===== config.mk =====
export PLATFORM = sky130hd
export DESIGN_NAME = shift_add_mult_ctrl
export DESIGN_NICKNAME = d
export VERILOG_FILES = /design/src/rtl/shift_add_mult_ctrl.sv
export SDC_FILE = /design/constraint.sdc
export NUM_CORES = 1
export LEC_CHECK = 0
export ABC_AREA = 0
export CELL_PAD_IN_SITES_DETAIL_PLACEMENT = 2
export CELL_PAD_IN_SITES_GLOBAL_PLACEMENT = 2
export CORE_ASPECT_RATIO = 1.4
export CORE_MARGIN = 2
export CORE_UTILIZATION = 37
export CTS_CLUSTER_DIAMETER = 50
export CTS_CLUSTER_SIZE = 16
export DETAILED_ROUTE_END_ITERATION = 7
export PLACE_DENSITY = 0.79
export SLEW_MARGIN = 20
export SYNTH_ARGS = -nofsm -noshare
export SYNTH_HDL_FRONTEND = slang
export SYNTH_SLANG_ARGS = --single-unit

===== constraint.sdc =====
create_clock -name clk -period 4.4 [get_ports clk]
set_input_delay 0.88 -clock clk [delete_from_list [all_inputs] [get_ports clk]]
set_output_delay 0.88 -clock clk [all_outputs]
set_load 0.1 [all_outputs]

===== src/rtl/shift_add_mult_ctrl.sv =====
// Sequential unsigned shift-add multiplier: one WIDTH-bit ripple adder of 1-bit cells, one iteration per clock.
// Optional macro SHIFT_ADD_ZERO_BYPASS_EN: zero operands complete in one cycle without entering RUN.

module full_adder (
    input  logic a,
    input  logic b,
    input  logic cin,
    output logic s,
    output logic cout
);
    assign s    = a ^ b ^ cin;
    assign cout = (a & b) | (cin & (a ^ b));
endmodule

module shift_add_mult_ctrl #(
    parameter int WIDTH = 5
) (
    input  logic                 clk,
    input  logic                 rst_n,
    input  logic                 start,
    input  logic [WIDTH-1:0]     A,
    input  logic [WIDTH-1:0]     B,
    output logic                 busy,
    output logic                 done,
    output logic [2*WIDTH-1:0]   P
);
    localparam int CW = (WIDTH > 1) ? $clog2(WIDTH) : 1;
    localparam logic [CW-1:0] LAST = CW'(WIDTH - 1);

    typedef enum logic [1:0] {IDLE, RUN, DONE} state_t;

    state_t              state;
    logic [WIDTH-1:0]    mcand;
    logic [WIDTH-1:0]    acc_hi;
    logic [WIDTH-1:0]    acc_lo;
    logic [CW-1:0]       count;

    logic [WIDTH-1:0]    addend;
    logic [WIDTH-1:0]    sum;
    logic [WIDTH:0]      c;
    logic [2*WIDTH-1:0]  nxt;

    assign addend = acc_lo[0] ? mcand : '0;
    assign c[0]   = 1'b0;

    for (genvar i = 0; i < WIDTH; i++) begin : g_fa
        full_adder u_fa (
            .a    (acc_hi[i]),
            .b    (addend[i]),
            .cin  (c[i]),
            .s    (sum[i]),
            .cout (c[i+1])
        );
    end

    // Carry-out is shifted in as the new MSB, so the full product never overflows.
    assign nxt = {c[WIDTH], sum, acc_lo[WIDTH-1:1]};

    always_ff @(posedge clk or negedge rst_n) begin
        if (!rst_n) begin
            state  <= IDLE;
            busy   <= 1'b0;
            done   <= 1'b0;
            P      <= '0;
            mcand  <= '0;
            acc_hi <= '0;
            acc_lo <= '0;
            count  <= '0;
        end else begin
            case (state)
                IDLE, DONE: begin
                    done <= 1'b0;
                    if (start) begin
                        mcand  <= A;
                        acc_lo <= B;
                        acc_hi <= '0;
                        count  <= '0;
`ifdef SHIFT_ADD_ZERO_BYPASS_EN
                        if (A == '0 || B == '0) begin
                            P     <= '0;
                            done  <= 1'b1;
                            state <= DONE;
                        end else begin
                            busy  <= 1'b1;
                            state <= RUN;
                        end
`else
                        busy  <= 1'b1;
                        state <= RUN;
`endif
                    end else begin
                        state <= IDLE;
                    end
                end
                RUN: begin
                    {acc_hi, acc_lo} <= nxt;
                    count            <= count + 1'b1;
                    if (count == LAST) begin
                        P     <= nxt;
                        done  <= 1'b1;
                        busy  <= 1'b0;
                        state <= DONE;
                    end
                end
                default: begin
                    busy  <= 1'b0;
                    done  <= 1'b0;
                    state <= IDLE;
                end
            endcase
        end
    end
endmodule

# After elaboration in Yosys (flattened, before gate mapping)
# Cells that the tools add are included.
[totals]
output_inout_bits = 12
memories = 0
latch_bits = 0
mem_bits_rw = 0
mem_bits_ro = 0
regBits = 32
[classes]
n_lt_le_gt_ge = 0
mul = 0
eq_ne = 5
add_sub_neg = 1
shifts = 0
n_bitwise = 22
n_div = 0
muxes = 15
reduce_logical = 7
[ops]
columns = ["operator", "n"]
rows = [
  ["$pmux 5 s2", 2],
  ["$mux 5", 3],
  ["$and 1x1->1", 9],
  ["$xor 1x1->1", 9],
  ["$reduce_and 2->1", 4],
  ["$pmux 3 s2", 1],
  ["$mux 1", 5],
  ["$ne 2x2->1 const B", 2],
  ["$or 1x1->1", 4],
  ["$pmux 2 s2", 1],
  ["$add 3x1->3 const B", 1],
  ["$eq 3x3->1 const B", 1],
  ["$mux 3", 1],
  ["$eq 2x1->1 const B", 1],
  ["$eq 2x2->1 const B", 1],
  ["$logic_not 2->1", 1],
  ["$mux 2", 1],
  ["$pmux 1 s2", 1],
  ["$reduce_bool 2->1", 1],
  ["$reduce_or 2->1", 1],
]

# Logic depth before layout (Yosys ltp)
[depth]
word_depth = 11
depth_mapped = 8
ltp_nobuf = 8

# Modules after synthesis
# From an unflattened synthesis, not the netlist that was laid out.
[unflattened]
hier_cells = 113
area_unflattened_um2 = 1540.2
[by_module_without_submodules]
columns = ["module", "n_inst", "area_per_inst_um2", "cells_each", "seq_area_each_um2"]
rows = [
  ["shift_add_mult_ctrl", 1, 1440.1, 108, 775.7],
  ["full_adder", 5, 20.0, 1, 0.0],
]

# Worst setup path before layout
# No wires, ideal clock.
[synth_timing]
kind = "reg2reg"
start = "reg acc_lo[0]"
end = "reg P[8]"
required_ns = 4.278
path_slack_ns = 1.897
n_path_buf = 0
arrival_time_ns = 2.380
stages_incl_launch_ff = 9
setup_ns = 0.122
cell_sequence = "dfrtp_1 -> and2_1 -> ha_1 -> inv_1 -> fa_1 -> fa_1 -> fa_1 -> fa_1 -> o21ai_2"
[synth_between]
elab_chain_len = 9
elab_cells_between_ends = 16
[synth_rtl]
columns = ["element", "line", "text"]
rows = [
  ["start, declared", "35", "logic [WIDTH-1:0] acc_lo;"],
  ["start signal, assigned", "96", "{acc_hi, acc_lo} <= nxt;"],
  ["$mux 5 *", "43", "assign addend = acc_lo[0] ? mcand : '0;"],
  ["$and 1x1->1 / $xor 1x1->1 (equally long branches)", "12", "assign cout = (a & b) | (cin & (a ^ b));"],
  ["$and 1x1->1", "12", ""],
  ["$or 1x1->1", "12", ""],
  ["$and 1x1->1", "12", ""],
  ["$or 1x1->1", "12", ""],
  ["$and 1x1->1", "12", ""],
  ["$or 1x1->1", "12", ""],
  ["$xor 1x1->1 *", "11", "assign s = a ^ b ^ cin;"],
  ["end signal, assigned", "99", "P <= nxt;"],
  ["end, declared", "25", "output logic [2*WIDTH-1:0] P"],
]
# Every way passes the cells marked *; elsewhere a longest branch is shown, timed or not.
# A chain may end at the register's enable or synchronous reset.

==> results_tabular.tex <==
\begin{tabular}{lr}
\hline
Metric & Value \\
\hline
\multicolumn{2}{l}{\textbf{Global route}} \\
\quad Largest net degree at the start of global routing & 25 \\
\quad Global-route wire length before repair & 6.06 mm \\
\quad Final global-route overflow total & 0 \\
\quad Initial antenna violation count & 0 \\
\quad Overall Global Routing Usage & 17.9\% \\
\quad Number of global-route vias before repair & 1191 \\
\multicolumn{2}{l}{\textbf{Logic synthesis}} \\
\quad Count of flip-flops with a built-in enable after synthesis & 0 \\
\quad Number of unique standard cell types used by synthesis & 27 \\
\quad Post-Synthesis Cell Area & 0.00149 mm² \\
\quad Share of the yosys chip area belonging to registers & 52.0\% \\
\quad Fraction of registers with async set or reset after synthesis & 100\% \\
\quad Net Count, Synth & 140 \\
\quad Primary FF master, synth & dfrtp\_1 \\
\quad Synthesis Warnings & 0 \\
\quad Mean instance size in the synthesized netlist & around 12 µm² \\
\quad \#FFs+latches synth & 31 \\
\quad Cells after synthesis & 120 \\
\multicolumn{2}{l}{\textbf{Placement}} \\
\quad Post-detailed-placement cell area & 0.00175 mm² \\
\quad RD Place Congestion & 0.747 \\
\quad Buffers on Ports & 24 \\
\quad DP HPWL & 2.61 mm \\
\quad Pre-CTS worst setup slack & between 1.5 and 2 ns \\
\multicolumn{2}{l}{\textbf{Cells and area}} \\
\quad Footprint of the multi-input gates & 634 µm² \\
\quad Flip-flop and latch area & between 700 and 800 µm² \\
\quad Share of final-layout standard cells stronger than drive strength 1 & roughly 18\% \\
\quad Net count, final & 166 \\
\quad Commonest non-fill, non-tap cells in the layout & dfrtp\_1 (31), clkdlybuf4s50\_1 (23), nand2\_1 (12) \\
\quad Number of antenna diodes & 0 \\
\quad Most common cell after layout, fill and taps aside & dfrtp\_1 \\
\quad Area added between synthesis and finish & 25.6\% \\
\quad Layout fillers & 400 \\
\quad Final standard cell area without fillers & 0.00187 mm² \\
\multicolumn{2}{l}{\textbf{Timing}} \\
\quad RSZ-0062 raised after global routing & no \\
\quad Max-slew violation total from the final report & 0 \\
\quad Total Negative Setup Slacks & 0 ns \\
\quad Post-route minimum period & 3.10 ns \\
\quad Setup Skew & 0.00873 ns \\
\quad Hold Fails Final Rpt & 0 \\
\quad Final worst-path cycle share & 70.5\% \\
\quad Post-layout worst setup margin & 1.30 ns \\
\quad Worst Max-Slew Pin Slew & 0.990 ns \\
\quad Slew Limit Headroom & 33.8\% \\
\quad FMAX & 0.322 GHz \\
\quad Number of failing setup endpoints in the final timing report & 0 \\
\multicolumn{2}{l}{\textbf{Clock network}} \\
\quad CTS buffer count & 5 \\
\quad Hold buffer count at CTS & 0 \\
\quad Total of cells resized after clock tree synthesis & 0 \\
\quad Maximum buffer depth of the clock tree & 2 \\
\quad CTS clk-pin slew, worst paths & 0.07 ns \\
\quad Buffer cell driving the clock tree root & clkbuf\_8 \\
\quad H-Tree Level Count & 2 \\
\quad Clk sink count & 31 \\
\quad Worst-skew pair later-pin latency & 0.29 ns \\
\quad Clock tree from TritonCTS & yes \\
\quad Post-CTS Setup Repair Bufs & 0 \\
\multicolumn{2}{l}{\textbf{Route}} \\
\quad Routed Antenna Nets & 0 \\
\quad Number of vias per cell after detailed routing & 5.28 \\
\quad Drt first-iter violations & 22 \\
\quad Drt wl/cell & 18.3 µm \\
\quad Number of detailed-routing iterations run before antenna repair & 4 \\
\quad DRC violations left & 0 \\
\quad Via count & 1003 \\
\quad Routed wire length & 3.48 mm \\
\multicolumn{2}{l}{\textbf{Setup path}} \\
\quad Delay contributed by the slowest stage of the critical path & 1.24 ns \\
\quad CP required & 3.52 ns \\
\quad Element type at the critical path start & flop \\
\quad Count of buffer and inverter cells on the critical path & 1 \\
\quad Ordered cell list for the critical path & clkdlybuf4s50\_1 \\
\quad Library cell contributing the largest single delay on the critical path & clkdlybuf4s50\_1 \\
\quad Crit path max-delay family & buffers and inverters \\
\quad Crit Path Class & flop to output port \\
\quad Critical Path AT & roughly 2.2 ns \\
\quad Maximum fanout count along the critical path & 13 \\
\quad Kind of end point of the critical path & output port \\
\multicolumn{2}{l}{\textbf{Floorplan}} \\
\quad Width of the chip & 57.7 µm \\
\quad Core Area & $\sim$0.0039 mm² \\
\quad Effective utilization at floorplan & 38.1\% \\
\quad Die Area & $\sim$0.0046 mm² \\
\quad Vertical extent of the die & 79.1 µm \\
\quad Count of boundary I/O pins & 25 \\
\quad Count of standard-cell rows & 27 \\
\multicolumn{2}{l}{\textbf{Min path}} \\
\quad Worst min path class & flop to flop \\
\multicolumn{2}{l}{\textbf{Job}} \\
\quad Count of max-cap constraint violations & 0 \\
\multicolumn{2}{l}{\textbf{Status}} \\
\quad Run status & complete, no violations \\
\hline
\end{tabular}
-- registers in the layout, summed over array words and instances, names as in the netlist --
register and cells:
P 10, acc_hi 5, acc_lo 5, mcand 5
count 3, state 2, busy 1
-- synthesized netlist by cell type (2+ instances only) --
| cell | instances | share of area, % |
|---|---|---|
| o21ai_2 | 5 | 2.9 |
| buf_2 | 2 | 0.67 |
| ha_1 | 3 | 2.5 |
| a21oi_1 | 5 | 1.7 |
| a211oi_1 | 4 | 2.0 |
| inv_1 | 9 | 2.3 |
| mux2i_1 | 4 | 2.7 |
| o21ai_0 | 2 | 0.67 |
| nor2_1 | 2 | 0.50 |
| mux2_2 | 10 | 7.6 |
| xnor2_1 | 2 | 1.2 |
| nand2_1 | 12 | 3.0 |
| buf_4 | 2 | 1.0 |
| nor2b_1 | 5 | 2.1 |
| a22o_1 | 4 | 2.3 |
| dfrtp_1 | 31 | 52 |
| fa_1 | 4 | 5.4 |
| buf_6 | 2 | 1.5 |
| o2bb2ai_1 | 4 | 2.3 |
-- path summary, 6_finish.rpt --
kind                       startpoint   endpoint  slack (ns)  cells after the start
min                              P[7]       P[7]        0.49                      2
min in group asynchronous       rst_n  acc_lo[2]        0.57                      1
min reg2reg                      P[7]       P[7]        0.49                      2
max reg2reg                 acc_lo[0]  acc_hi[3]        1.68                      8
max in group asynchronous       rst_n       P[5]        3.29                      2
max                          state[1]       done        1.30                      1
-- area by class of cell --
cell class,instances,share of cell area [%]
clock buffer,6,3.87
sequential,31,41.4
clock inverter,2,3.21
inverter,9,1.80
timing repair buffer,25,13.0
multi-input combinational,74,33.9
tap,43,2.87
-- cells by family (layout without fill, tap and decap cells) --
family	count (synthesis)	in the layout	share of synthesized area, %
AOI/OAI and AO/OA	27	27	13.8
xor gates and xnor gates	2	2	1.17
adders and majority gates	7	7	7.89
buffers and inverters	15	42	5.45
DFF	31	31	52.0
muxes	15	15	11.2
and+or+nand+nor	23	23	8.47
-- routing by layer --
layer / GRT usage, % / wire, µm / vias to the layer above
li1: - / - / 462
met2: 31.9 / 1990 / 20
met4: 6.51 / 42 / 0
met3: 4.23 / 123 / 5
met1: 20.3 / 1320 / 516
met5: 0 / 0 / -
-- through the flow --
step                      std cells  util [%]  hold slack, ns
after global routing            190      47.8           0.509
final                           190      47.8           0.486
after CTS                       190      47.9           0.488
after detailed placement        182      44.5           0.469
after floorplan                 120         -           0.456
after global placement          182      44.5           0.465
Power is left out: the tool's default activity adds up to more than one toggle a clock period on the data nets, which glitch-free logic cannot reach.
